[config.mk]
export PLATFORM = sky130hd
export DESIGN_NAME = fifo_pop_upsizer
export DESIGN_NICKNAME = d
export VERILOG_FILES = /design/src/rtl/fifo_pop_upsizer_pkg.sv /design/src/rtl/fifo_pop_upsizer_out_reg.sv /design/src/rtl/fifo_pop_upsizer.sv
export SDC_FILE = /design/constraint.sdc
export NUM_CORES = 1
export LEC_CHECK = 0
export CAP_MARGIN = 20
export CORE_UTILIZATION = 45
export DETAILED_ROUTE_END_ITERATION = 10
export PLACE_DENSITY = 0.71
export SYNTH_ARGS = -nofsm -noshare
export SYNTH_HDL_FRONTEND = slang
export SYNTH_SLANG_ARGS = --single-unit
export TNS_END_PERCENT = 10
[constraint.sdc]
create_clock -name clk -period 1.85 [get_ports clk]
set_input_delay 0.185 -clock clk [delete_from_list [all_inputs] [get_ports clk]]
set_output_delay 0.185 -clock clk [all_outputs]
set_load 0.01 [all_outputs]
[src/rtl/fifo_pop_upsizer_pkg.sv]
// rtl/fifo_pop_upsizer_pkg.sv - shared sizing helper, lane index type and assertion messages
package fifo_pop_upsizer_pkg;

  function automatic int fill_width(input int ratio);
    return (ratio <= 2) ? 1 : $clog2(ratio);
  endfunction

  typedef int unsigned lane_idx_t;

  localparam string MsgPushUnstable = "push_valid/push_data changed while stalled";
  localparam string MsgUnknownCtrl  = "X/Z on push_valid or pop_ready";

endpackage

[src/rtl/fifo_pop_upsizer_out_reg.sv]
// rtl/fifo_pop_upsizer_out_reg.sv - single-entry ready/valid register, holds data on stall
module fifo_pop_upsizer_out_reg #(
  parameter int DataWidth = 32
) (
  input  logic                 clk,
  input  logic                 rst,
  input  logic                 s_tvalid,
  output logic                 s_tready,
  input  logic [DataWidth-1:0] s_tdata,
  output logic                 m_tvalid,
  input  logic                 m_tready,
  output logic [DataWidth-1:0] m_tdata
);

  // A pop in the same cycle frees the slot, so reloads happen without a bubble.
  assign s_tready = ~m_tvalid | m_tready;

  always_ff @(posedge clk or posedge rst) begin
    if (rst) begin
      m_tvalid <= 1'b0;
      m_tdata  <= '0;
    end else if (s_tvalid && s_tready) begin
      m_tvalid <= 1'b1;
      m_tdata  <= s_tdata;
    end else if (m_tready) begin
      m_tvalid <= 1'b0;
    end
  end

endmodule

[src/rtl/fifo_pop_upsizer.sv]
// rtl/fifo_pop_upsizer.sv - packs Ratio narrow FIFO beats into one wide word (option: FIFO_POP_UPSIZER_LAST_EN)
module fifo_pop_upsizer
  import fifo_pop_upsizer_pkg::*;
#(
  parameter int Width = 8,
  parameter int Ratio = 4
) (
  input  logic                     clk,
  input  logic                     rst,
  input  logic                     push_valid,
  output logic                     push_ready,
  input  logic [Width-1:0]         push_data,
`ifdef FIFO_POP_UPSIZER_LAST_EN
  input  logic                     push_last,
  output logic [Ratio-1:0]         pop_keep,
`endif
  output logic                     pop_valid,
  input  logic                     pop_ready,
  output logic [Width*Ratio-1:0]   pop_data,
  output logic [$clog2(Ratio)-1:0] fill
);

  localparam int FillWidth = fill_width(Ratio);
  localparam int WordWidth = Width * Ratio;

  logic [FillWidth-1:0] fill_q;
  logic [WordWidth-1:0] acc_q;
  logic [WordWidth-1:0] word;
  logic                 close;
  logic                 push_fire;
  logic                 out_tready;

  always_comb begin
    word = acc_q;
    for (lane_idx_t k = 0; k < Ratio; k++) begin
      if (FillWidth'(k) == fill_q) word[k*Width +: Width] = push_data;
    end
  end

`ifdef FIFO_POP_UPSIZER_LAST_EN
  logic [Ratio-1:0] keep;

  always_comb begin
    keep = '0;
    for (lane_idx_t k = 0; k < Ratio; k++) begin
      if (FillWidth'(k) <= fill_q) keep[k] = 1'b1;
    end
  end

  assign close = (fill_q == FillWidth'(Ratio - 1)) | push_last;
`else
  assign close = (fill_q == FillWidth'(Ratio - 1));
`endif

  // Only a word-closing beat needs room in the output register.
  assign push_ready = ~close | out_tready;
  assign push_fire  = push_valid & push_ready;
  assign fill       = fill_q;

  always_ff @(posedge clk or posedge rst) begin
    if (rst) begin
      fill_q <= '0;
      acc_q  <= '0;
    end else if (push_fire) begin
      if (close) begin
        fill_q <= '0;
        acc_q  <= '0;
      end else begin
        fill_q <= fill_q + 1'b1;
        acc_q  <= word;
      end
    end
  end

`ifdef FIFO_POP_UPSIZER_LAST_EN
  fifo_pop_upsizer_out_reg #(.DataWidth(WordWidth + Ratio)) u_out_reg (
    .clk      (clk),
    .rst      (rst),
    .s_tvalid (push_fire & close),
    .s_tready (out_tready),
    .s_tdata  ({keep, word}),
    .m_tvalid (pop_valid),
    .m_tready (pop_ready),
    .m_tdata  ({pop_keep, pop_data})
  );
`else
  fifo_pop_upsizer_out_reg #(.DataWidth(WordWidth)) u_out_reg (
    .clk      (clk),
    .rst      (rst),
    .s_tvalid (push_fire & close),
    .s_tready (out_tready),
    .s_tdata  (word),
    .m_tvalid (pop_valid),
    .m_tready (pop_ready),
    .m_tdata  (pop_data)
  );
`endif

  a_push_stable: assert property (@(posedge clk) disable iff (rst)
    (push_valid && !push_ready) |=> (push_valid && $stable(push_data)))
    else $error("%s", MsgPushUnstable);

  a_ctrl_known: assert property (@(posedge clk) disable iff (rst)
    !$isunknown({push_valid, pop_ready}))
    else $error("%s", MsgUnknownCtrl);

endmodule

* Yosys cells after proc, flatten, opt, wreduce, memory -nomap -nowiden
Cells that the tools add are included.
Cells by class: add/subtract/negate cells 1, equal/unequal tests 4, multiplexer cells 8, bitwise gates (word level) 6, reduce and logical (&&, ||, !) cells 3
Operator list (count):
- two-way mux 32 bit | 1
- two-way mux 8 bit | 4
- == test 2 bit (first input constant) | 2
- adder 2 x 1 -> 2 bit (second input constant) | 1
- bitwise AND 1 bit | 2
- == test 1 x 2 -> 1 bit (first input constant) | 1
- == test 2 bit (second input constant) | 1
- zero test 2 bit | 1
- two-way mux 1 bit | 2
- two-way mux 2 bit | 1
- NOT 1 bit | 2
- OR 1 bit | 2
- nonzero test 2 bit | 1
- logical AND 1 bit | 1
Word-level totals: register bits after elaboration 67, word-level logic and storage cells 26

* Longest topological paths before layout
word-level depth 7, gate-level depth with buffers 7

* Cells and area by module
Synthesis repeated with hierarchy kept, for this count alone.
Second synthesis, totals: cell total of the unflattened synthesis 198, area total of the unflattened synthesis 3285.7 um^2
By module, submodules not included:
- fifo_pop_upsizer | instances 1, cells each 126, area each 1890.6 um^2, sequential area each 850.8 um^2
- fifo_pop_upsizer_out_reg | instances 1, cells each 72, area each 1395.1 um^2, sequential area each 825.8 um^2

* Least setup slack after synthesis
OpenSTA, ideal clock, no wires.
path type register to register, start register fill_q[0] (netlist: fill[0]), end register u_out_reg.m_tdata[26], setup time 0.125 ns, data arrival time 1.445 ns, data required time 1.725 ns, path slack 0.280 ns, cell stages (with the launch flop) 7, buffers on the path 2, period minus slack after synthesis 1.570 ns, cell sequence dfrtp_1 > ha_1 > buf_4 > nand2_2 > nor2b_4 > buf_6 > mux2_2
Between the ends: cells in the longest elaborated chain, start to end 6
RTL lines:
- start, declared | RTL line fifo_pop_upsizer.sv:26 | logic [FillWidth-1:0] fill_q;
- start signal, assigned | RTL line fifo_pop_upsizer.sv:69 | fill_q <= fill_q + 1'b1;
- == test 2 bit | RTL line fifo_pop_upsizer.sv:36, fifo_pop_upsizer.sv:52
- NOT 1 bit | RTL line fifo_pop_upsizer.sv:56 | assign push_ready = ~close | out_tready;
- OR 1 bit | RTL line fifo_pop_upsizer.sv:56
- bitwise AND 1 bit | RTL line fifo_pop_upsizer.sv:57 | assign push_fire = push_valid & push_ready;
- bitwise AND 1 bit | RTL line fifo_pop_upsizer.sv:90 | .s_tvalid (push_fire & close),
- logical AND 1 bit | RTL line fifo_pop_upsizer_out_reg.sv:22 | end else if (s_tvalid && s_tready) begin
- end signal, assigned | RTL line fifo_pop_upsizer_out_reg.sv:24 | m_tdata <= s_tdata;
- end, declared | RTL line fifo_pop_upsizer_out_reg.sv:12 | output logic [DataWidth-1:0] m_tdata
Several ways; a longest one is shown, not always the timed one. A chain may end at the register's enable or synchronous reset.

* Final worst setup path
start register fill_q[0] (netlist: fill[0]), end output push_ready
Between the ends: cells in the longest elaborated chain, start to end 3
RTL lines:
- == test 2 bit | RTL line fifo_pop_upsizer.sv:52 | assign close = (fill_q == FillWidth'(Ratio - 1));
- NOT 1 bit | RTL line fifo_pop_upsizer.sv:56
- OR 1 bit | RTL line fifo_pop_upsizer.sv:56
- end, declared | RTL line fifo_pop_upsizer.sv:11 | output logic push_ready,
Every way passes these cells.

==> results.yml <==
logic_synthesis:
  ys_seq_area_frac: 0.527
  synth_cell_types: 24
  synth_common_cells: "dfrtp_1, mux2_2, a21oi_1, o2bb2ai_1, a21o_1"
  synth_area_leaders: "dfrtp_1, mux2_2, o2bb2ai_1"
  ys_warn_count: 0
  synth_area_sq_um: 2800
  syn_area_per_cell_sq_um: 12.6
  synth_seq_cells: 59
  synth-edff-count: 0
  syn_nets: 239
  synthCells: 223
  async_flop_share: 1.00
  synth.most_common_cell: "dfrtp_1"
  synth_flop_cell: "dfrtp_1"
  synth_top_area_share: 0.527
  synth_top_cell_by_area: "dfrtp_1"
timing:
  clock_skew_ns: 0.00659
  setup-tns-final_ns: 0
  finalHoldViolations: 0
  max_freq_mhz: 579
  fin_crit_ns: 1.73
  fin_crit_sh: 0.933
  rsz0062_at_grt: "false"
  setup_viol: 0
  worst_slew_pin_slew_ns: 0.377
  relSlewSlack: 0.748
  hold_slack_ns: 0.229
  slew_viol_final: 0
worst_setup_path:
  critPathCaptureType: "primary output"
  crit_required_ns: 1.66
  path_class: "flop to primary output"
  cp-start-kind: "flop"
  cp_max_fo: 4
  arrival_ns: 1.54
  crit_chain: "buf_4 -> ha_1 -> nand3b_1 -> dlygate4sd2_1"
  slowest_delay_ns: 0.40
  worst_path_max_delay_cell: "dfrtp_1"
global_route:
  grt_pass1_vias: 1963
  track_usage: 0.206
  grt_max_degree: 60
  grt_pass1_wl_microns: 9890
  antenna_found_initial: 0
  overflow: 0
hold_path:
  holdCritPathClass: "input pin to asynchronous set/reset pin"
final_layout:
  diodes: 0
  fin_util: 0.597
  nFillCells: 502
  final_cells: 357
  drive_gt1_frac: 0.284
  seqCellArea_sq_um: 1480
  stdcell_area_sq_um: 3560
  nNetsFinal: 293
  multiInputGateArea_sq_um: 1200
  area_growth_pct: 27.1
die:
  die_x_microns: 80.9
  io_pins: 48
  dieArea_sq_um: 6540
  core_region_area_sq_um: 5960
  rows: 28
  die_h_microns: 80.9
  start_util: 0.470
cts:
  insertion_delay_ns: 0.33
  cts_max_path_buffers: 2
  cts_sinks: 59
  cts_max_level: 3
  cts_root_buffer: "clkbuf_8"
  cts.clk_slew.worst_paths_ns: 0.07
  postCtsHoldBufs: 0
  cts_tree: "built"
  numCtsBuffers: 9
routing:
  totalWireLength_microns: 5850
  detail-route-antenna-nets: 0
  vias: 1910
  route.detailed.drc: 0
  viasPerCell: 5.35
  drt-initial-drc-count: 77
  wl_per_cell_microns: 16.4
  firstDrtPassIters: 4
pwr:
  leakagePower_nw: 1.62
  ir_drop_mv: 0.822
  powerDensity_nw_per_um2: 1870
placed_design:
  placed_cell_area_sq_um: 3350
  portBuffers: 47
  hpwl_microns: 3810
  gp_congestion: 0.715
  place_inst: 340
job:
  drv_cap: 0
run_status:
  status: "complete, no violations"
-- per-stage QoR --
step                      power (W)  worst slack, ns
after floorplan             0.00434            0.209
after global placement      0.00544           0.0684
after detailed placement    0.00554           0.0626
after CTS                   0.00671           0.0455
after global routing        0.00718           0.0619
final                       0.00665            0.124
-- routing by layer --
layer | vias up | GRT usage | routed length [microns]
met4 | 0 | 0.0625 | 85
met2 | 46 | 0.307 | 2580
met1 | 944 | 0.283 | 2840
met5 | - | 0 | 0
met3 | 9 | 0.0685 | 336
li1 | 911 | - | -
-- critical path: cells and delay by family (launching register included) --
kind,cells,cell delay (ns)
buf+inv,2,0.44
fa+ha+maj,1,0.23
simple gates,1,0.14
flops,1,0.40
-- state kept, by name, summed over array words and instances (netlist names) --
signal,cells
fill,2
acc_q,24
u_out_reg.m_tvalid,1
u_out_reg.m_tdata,32
-- kinds of logic (layout without fill, tap and decap cells) --
logic type      Yosys count  in the layout  share of synthesized area
compound gates           74             74                      0.190
fa+ha+maj                 4              4                     0.0179
buf+inv                  20             79                     0.0469
flops                    59             59                      0.527
mux                      33             33                      0.133
simple gates             33             33                     0.0845
-- final timing paths --
check	start	depth (start not counted)	endpoint	slack, ns
min in group clk	acc_q[11]$_DFFE_PP0P_	1	acc_q[11]$_DFFE_PP0P_	0.48
worst min register to register	acc_q[11]$_DFFE_PP0P_	1	acc_q[11]$_DFFE_PP0P_	0.48
worst max-delay path	fill[0]$_DFFE_PP0P_	4	push_ready	0.12
worst max register to register	fill[0]$_DFFE_PP0P_	5	u_out_reg.m_tdata[17]$_DFFE_PP0P_	0.19
worst min-delay path	rst	3	u_out_reg.m_tdata[28]$_DFFE_PP0P_	0.23
max in group asynchronous	rst	3	u_out_reg.m_tdata[8]$_DFFE_PP0P_	1.35
-- final cells by class --
cell class,count,area share
tap,75,0.0264
timing repair buffer,59,0.164
clock inverter,6,0.0155
multi-input combinational,144,0.336
clock buffer,10,0.0387
sequential,59,0.415
inverter,4,0.00422
-- report_power, final --
part	switching, W	total, W	internal (W)	leakage (nW)
clock	0.000504	0.00115	0.000646	0.106
combinational	0.00136	0.00323	0.00187	0.799
sequential	0.000323	0.00227	0.00195	0.717
-- repair_timing --
item	4_1_cts	5_1_grt
setup buffers	1	0
gates resized for setup	1	2
endpoints found under the setup margin	1	21
pin swaps	1	0
-- cell usage in the layout (no fill, tap or decap), types with 5 or more instances in the layout --
| cell | netlist | routed |
|---|---|---|
| dfrtp_1 | 59 | 59 |
| o2bb2ai_1 | 24 | 24 |
| clkdlybuf4s50_1 | 0 | 46 |
| clkbuf_8 | 0 | 10 |
| buf_4 | 6 | 10 |
| clkinv_2 | 0 | 5 |
| a21oi_1 | 24 | 24 |
| a21o_1 | 16 | 16 |
| mux2_2 | 30 | 30 |
| nor2b_1 | 13 | 13 |
| and2b_2 | 8 | 8 |
| a21o_2 | 8 | 8 |
Note: power is estimated with default switching activity, not from simulation.
